--- src/rtl/handshaking_top_design.sv ---
// handshaking_top_design: a sender FSM and a receiver FSM joined by a
// registered valid/ready handshake and a tx_data holding register.
// A word moves on any rising edge where valid and ready are both 1.
// Optional macro HANDSHAKE_RX_BUSY_EN adds a receiver busy period of
// BUSY_CYCLES cycles after each transfer. When the macro is undefined,
// ready stays high from R_READY until reset.
//
// Sender states
//   state  | meaning
//   S_IDLE | valid=0, capture data_in on the next edge
//   S_SEND | valid=1, hold tx_data until the transfer edge
// Receiver states
//   state   | meaning
//   R_INIT  | ready=0, first cycle out of reset
//   R_READY | ready=1, accept tx_data on the transfer edge
//   R_BUSY  | ready=0, counting down the busy period (busy build only)
module handshaking_top_design #(
  parameter int DATA_WIDTH  = 8,
  parameter int BUSY_CYCLES = 2
) (
  input  logic                  clk,
  input  logic                  rst,
  input  logic [DATA_WIDTH-1:0] data_in,
  output logic [DATA_WIDTH-1:0] data_out,
  output logic                  valid,
  output logic                  ready
);

  localparam logic [1:0] S_IDLE  = 2'd0;
  localparam logic [1:0] S_SEND  = 2'd1;
  localparam logic [1:0] R_INIT  = 2'd0;
  localparam logic [1:0] R_READY = 2'd1;
`ifdef HANDSHAKE_RX_BUSY_EN
  localparam logic [1:0] R_BUSY  = 2'd2;
  localparam logic [3:0] BUSY_LOAD = 4'(BUSY_CYCLES - 1);
`endif

  if (BUSY_CYCLES < 1 || BUSY_CYCLES > 15) begin : g_bad_busy
    $error("BUSY_CYCLES must be in 1..15");
  end

  logic [1:0]            s_state_q, s_state_d;
  logic                  valid_q, valid_d;
  logic [DATA_WIDTH-1:0] tx_data_q, tx_data_d;
  logic [1:0]            r_state_q, r_state_d;
  logic                  ready_q, ready_d;
  logic [DATA_WIDTH-1:0] data_out_q, data_out_d;
`ifdef HANDSHAKE_RX_BUSY_EN
  logic [3:0]            cnt_q, cnt_d;
`endif
  logic                  xfer;

  assign xfer     = valid_q & ready_q;
  assign valid    = valid_q;
  assign ready    = ready_q;
  assign data_out = data_out_q;

  // Sender next state: capture once in S_IDLE, hold until the transfer edge.
  always_comb begin
    s_state_d = s_state_q;
    valid_d   = valid_q;
    tx_data_d = tx_data_q;
    case (s_state_q)
      S_IDLE: begin
        tx_data_d = data_in;
        valid_d   = 1'b1;
        s_state_d = S_SEND;
      end
      S_SEND: begin
        if (xfer) begin
          valid_d   = 1'b0;
          s_state_d = S_IDLE;
        end
      end
      default: begin
        valid_d   = 1'b0;
        tx_data_d = '0;
        s_state_d = S_IDLE;
      end
    endcase
  end

  // Receiver next state: accept on the transfer edge, optionally go busy.
  always_comb begin
    r_state_d  = r_state_q;
    ready_d    = ready_q;
    data_out_d = data_out_q;
`ifdef HANDSHAKE_RX_BUSY_EN
    cnt_d      = cnt_q;
`endif
    case (r_state_q)
      R_INIT: begin
        ready_d   = 1'b1;
        r_state_d = R_READY;
      end
      R_READY: begin
        if (xfer) begin
          data_out_d = tx_data_q;
`ifdef HANDSHAKE_RX_BUSY_EN
          ready_d    = 1'b0;
          cnt_d      = BUSY_LOAD;
          r_state_d  = R_BUSY;
`endif
        end
      end
`ifdef HANDSHAKE_RX_BUSY_EN
      R_BUSY: begin
        if (cnt_q == 4'd0) begin
          ready_d   = 1'b1;
          r_state_d = R_READY;
        end else begin
          cnt_d = cnt_q - 4'd1;
        end
      end
`endif
      default: begin
        ready_d    = 1'b0;
        data_out_d = '0;
`ifdef HANDSHAKE_RX_BUSY_EN
        cnt_d      = 4'd0;
`endif
        r_state_d  = R_INIT;
      end
    endcase
  end

  // State registers with synchronous reset; reset discards any in-flight word.
  always_ff @(posedge clk) begin
    if (rst) begin
      s_state_q  <= S_IDLE;
      valid_q    <= 1'b0;
      tx_data_q  <= '0;
      r_state_q  <= R_INIT;
      ready_q    <= 1'b0;
      data_out_q <= '0;
`ifdef HANDSHAKE_RX_BUSY_EN
      cnt_q      <= 4'd0;
`endif
    end else begin
      s_state_q  <= s_state_d;
      valid_q    <= valid_d;
      tx_data_q  <= tx_data_d;
      r_state_q  <= r_state_d;
      ready_q    <= ready_d;
      data_out_q <= data_out_d;
`ifdef HANDSHAKE_RX_BUSY_EN
      cnt_q      <= cnt_d;
`endif
    end
  end

endmodule

--- config.mk ---
export PLATFORM = sky130hd
export DESIGN_NAME = handshaking_top_design
export DESIGN_NICKNAME = d
export VERILOG_FILES = /design/src/rtl/handshaking_top_design.sv
export SDC_FILE = /design/constraint.sdc
export NUM_CORES = 1
export LEC_CHECK = 0
export BUFFER_PORTS_ARGS = -buffer_cell sky130_fd_sc_hd__buf_2
export CORE_MARGIN = 4
export CORE_UTILIZATION = 52
export CTS_BUF_LIST = sky130_fd_sc_hd__clkbuf_4
export DETAILED_ROUTE_END_ITERATION = 6
export GPL_TIMING_DRIVEN = 0
export HOLD_SLACK_MARGIN = 0.03
export PLACE_DENSITY = 0.8
export SYNTH_ARGS = -nofsm -noshare
export SYNTH_HDL_FRONTEND = slang
export SYNTH_SLANG_ARGS = --single-unit
--- constraint.sdc ---
create_clock -name clk -period 1.3 [get_ports clk]
set_clock_uncertainty 0.1 [all_clocks]
set_input_delay 0.13 -clock clk [delete_from_list [all_inputs] [get_ports clk]]
set_output_delay 0.13 -clock clk [all_outputs]
set_load 0.01 [all_outputs]
* After elaboration in Yosys (flattened, before gate mapping)
Cells that the tools add are included.
Word-level totals: flip-flop bits (word level) 22, input bits 10, word-level logic and storage cells 24
Operators by class: equal/unequal tests 4, mux-type cells 9, bitwise logic cells 2, reduce and logical (&&, ||, !) cells 3
Operators by type and width (count):
- $pmux W8 S2 | 2
- $mux W8 | 1
- $pmux W2 S2 | 2
- $eq A2 B1 Y1 const B | 2
- $logic_not A2 Y1 | 2
- $ne A2 B2 Y1 const B | 2
- $pmux W1 S2 | 2
- $mux W2 | 1
- $reduce_and A2 Y1 | 1
- $and A1 B1 Y1 | 1
- $mux W1 | 1
- $not A1 Y1 | 1

* Depth between registers and ports, before layout
word-level depth 3, mapped depth 4, depth with buffers taken out 2

* Worst setup path after synthesis
Ideal clock, no wire load.
kind reg2reg, start point reg valid (netlist name), end point reg tx_data_q[6], library setup time 0.118 ns, arrival 0.861 ns, required time 1.082 ns, path slack 0.221 ns, stages on the path, launching flop included 5, buffers on the path 2, path through dfxtp_1 buf_6 buf_4 mux2i_1 nor2_1
RTL lines:
- end signal, assigned | line 142 | tx_data_q <= tx_data_d;
- end, declared | line 44 | logic [DATA_WIDTH-1:0] tx_data_q, tx_data_d;

* Final worst setup path
start point in rst, end point reg tx_data_q[3]
RTL lines:
- start, declared | line 22 | input logic rst,
No word-level cell between the ends.

==> run metrics <==
run status=complete, no violations; CP Launch Type=input pin; Core Box Area=0.00130 mm²; global-route wire length before repair=2300 µm; post-synthesis mux area share=0.112; port bufs=18; synthesized cell area=717 µm²; Crit Path Max Fanout=10; initial DRC count=11; vias per cell=5.13; 1st-pass router iterations=4; ANT cells=0; Critical Path AT=1220 ps; largest net degree at the start of global routing=11; TritonCTS clock tree=done; Slew HR=0.865; Placer Congestion=0.647; most frequent CP cell=buf_2; drt total wl=1460 µm; xor/xnor share of the synthesized area=0; Leak=0.427 nW; Synth Register Bits=18; Placed Area=826 µm²; Fillers=117; Max-cap violations=0; io pins=20; Clock Tree Root=clkbuf_4; sequential cell area=360 µm²; slowest CP cell=dlygate4sd3_1; Final period util=0.874; Final Hold Fails=0; area delta synth->final=30.9%; Residual DRC=0; Final ANT Viol Nets=0; post-synthesis simple-gate area fraction=0.0977; CP Cell Sequence=dlygate4sd3_1 -> buf_2 -> buf_2 -> nor2_1; post-route non-filler standard cell count=112; Cell Rows=13; Ys Warns=0; hold slack=379 ps; Clock Latency Late Sink=300 ps; PwrDens=1090 mW/mm²; clock sink total=18; Critical Path RT=1380 ps; Post-Synth Adder-Cell Area=0; placed cell count=100; compound-gate portion of the synthesized area=0.190; largest family of logic cells by synthesized area=compound AO/OA/AOI/OAI gates; sequential-to-total area share from yosys stat=0.503; max incr delay on CP=520 ps; Design Area, Final=938 µm²; htree depth=1; WS Path Type=input pin to flip-flop; Max Clk Rate=880 MHz; Chip Height=45.1 µm; Slew @ Worst Pin=202 ps; wire per inst=13.0 µm; nets=109; die width=45.1 µm; global router's overall resource usage=0.160; ratio of cells with drive above 1 in the final layout=0.371; vias in the first global route=515; Worst-path clk slew=100 ps; Pwr Total=1.02 mW; synth unique cells=13; VDD IR max=0.794 mV; fin. max-slew vios=0; clk buf depth=2; Post-DP HPWL=920 µm; Setup Viol. Count Final=0; min Tclk post-route=1140 ps; Avg Cell Area, Syn=10.7 µm²; via count=574; Initial Utilization=0.551; CP Capture Type=flip-flop; initial antenna violation count=0; multi-input logic area=287 µm²; Inserted Clock Buffers=3; unrepaired setup endpoints after global routing=false; Die Footprint=0.00204 mm²; Post-Syn Nets=77; Synth Instances=67; total negative slack=0 ps; Hold Path Class=flip-flop to flip-flop; Overflow after GRT=0
-- flip-flops by register name, summed over array words and instances (netlist names) --
| register | cells |
|---|---|
| data_out | 8 |
| tx_data_q | 8 |
| ready | 1 |
| valid | 1 |
-- metrics by stage --
stage	worst slack, ps	util
detailed placement	201	0.635
floorplan	221	-
finish	164	0.721
global placement	239	0.635
global route	127	0.721
CTS	168	0.721
-- routing by layer --
metal  global-route usage  wire length [µm]
met1                0.210               620
met2                0.257               717
met3               0.0359                96
met4               0.0526                22
met5                    0                 0
-- synthesized netlist by cell type --
cell,n,share of area
dfxtp_1,18,0.50
buf_6,3,0.047
inv_1,1,0.0052
a21oi_1,6,0.042
buf_4,1,0.010
a21bo_2,5,0.070
buf_8,1,0.021
mux2i_1,8,0.11
a21bo_1,3,0.042
nand3_1,8,0.056
buf_2,2,0.014
nor2_1,8,0.042
a21oi_2,3,0.037
-- kinds of logic after synthesis --
family,after synthesis
muxes,8
AOI/OAI and AO/OA,17
DFF,18
and+or+nand+nor,16
buffers and inverters,8
-- layout by cell type (no fill, tap or decap) --
cell            n
buf_2          20
dfxtp_1        18
dlygate4sd3_1   9
nand3_1         8
mux2i_1         8
nor2_1          8
a21oi_1         6
a21bo_2         5
buf_6           3
a21bo_1         3
a21oi_2         3
clkbuf_4        3
buf_4           1
buf_8           1
inv_1           1
-- worst max-delay path: cells and delay by family --
| family | cells | cell delay [ps] |
|---|---|---|
| buf+inv | 3 | 1010 |
| simple gates | 1 | 80 |
-- worst paths after layout --
path                start      endpoint  slack (ps)  depth (start not counted)
max                   rst  tx_data_q[3]         160                          4
min          tx_data_q[0]   data_out[0]         380                          2
max reg2reg         valid  tx_data_q[3]         170                          4
min reg2reg  tx_data_q[0]   data_out[0]         380                          2
-- power breakdown --
| part | internal [mW] | switching [mW] | leakage, nW |
|---|---|---|---|
| registers | 0.578 | 0.0133 | 0.148 |
| clock network | 0.108 | 0.171 | 0.0138 |
| logic | 0.0808 | 0.0692 | 0.265 |
-- final cells by class --
cell class | instances | area share
plain buffers | 7 | 0.0707
clock buffers | 3 | 0.0240
repair buffers | 27 | 0.192
flip-flops and latches | 18 | 0.384
multi-input cells | 41 | 0.305
inverters | 1 | 0.00400
well taps | 15 | 0.0200
-- repair_timing --
item	4_1_cts	5_1_grt
buffers inserted	0	0
hold endpoints to repair	15	0
resized for setup	0	0
hold buffers	9	0
endpoints found under the setup margin	0	0
(Power assumes the default switching activity.)
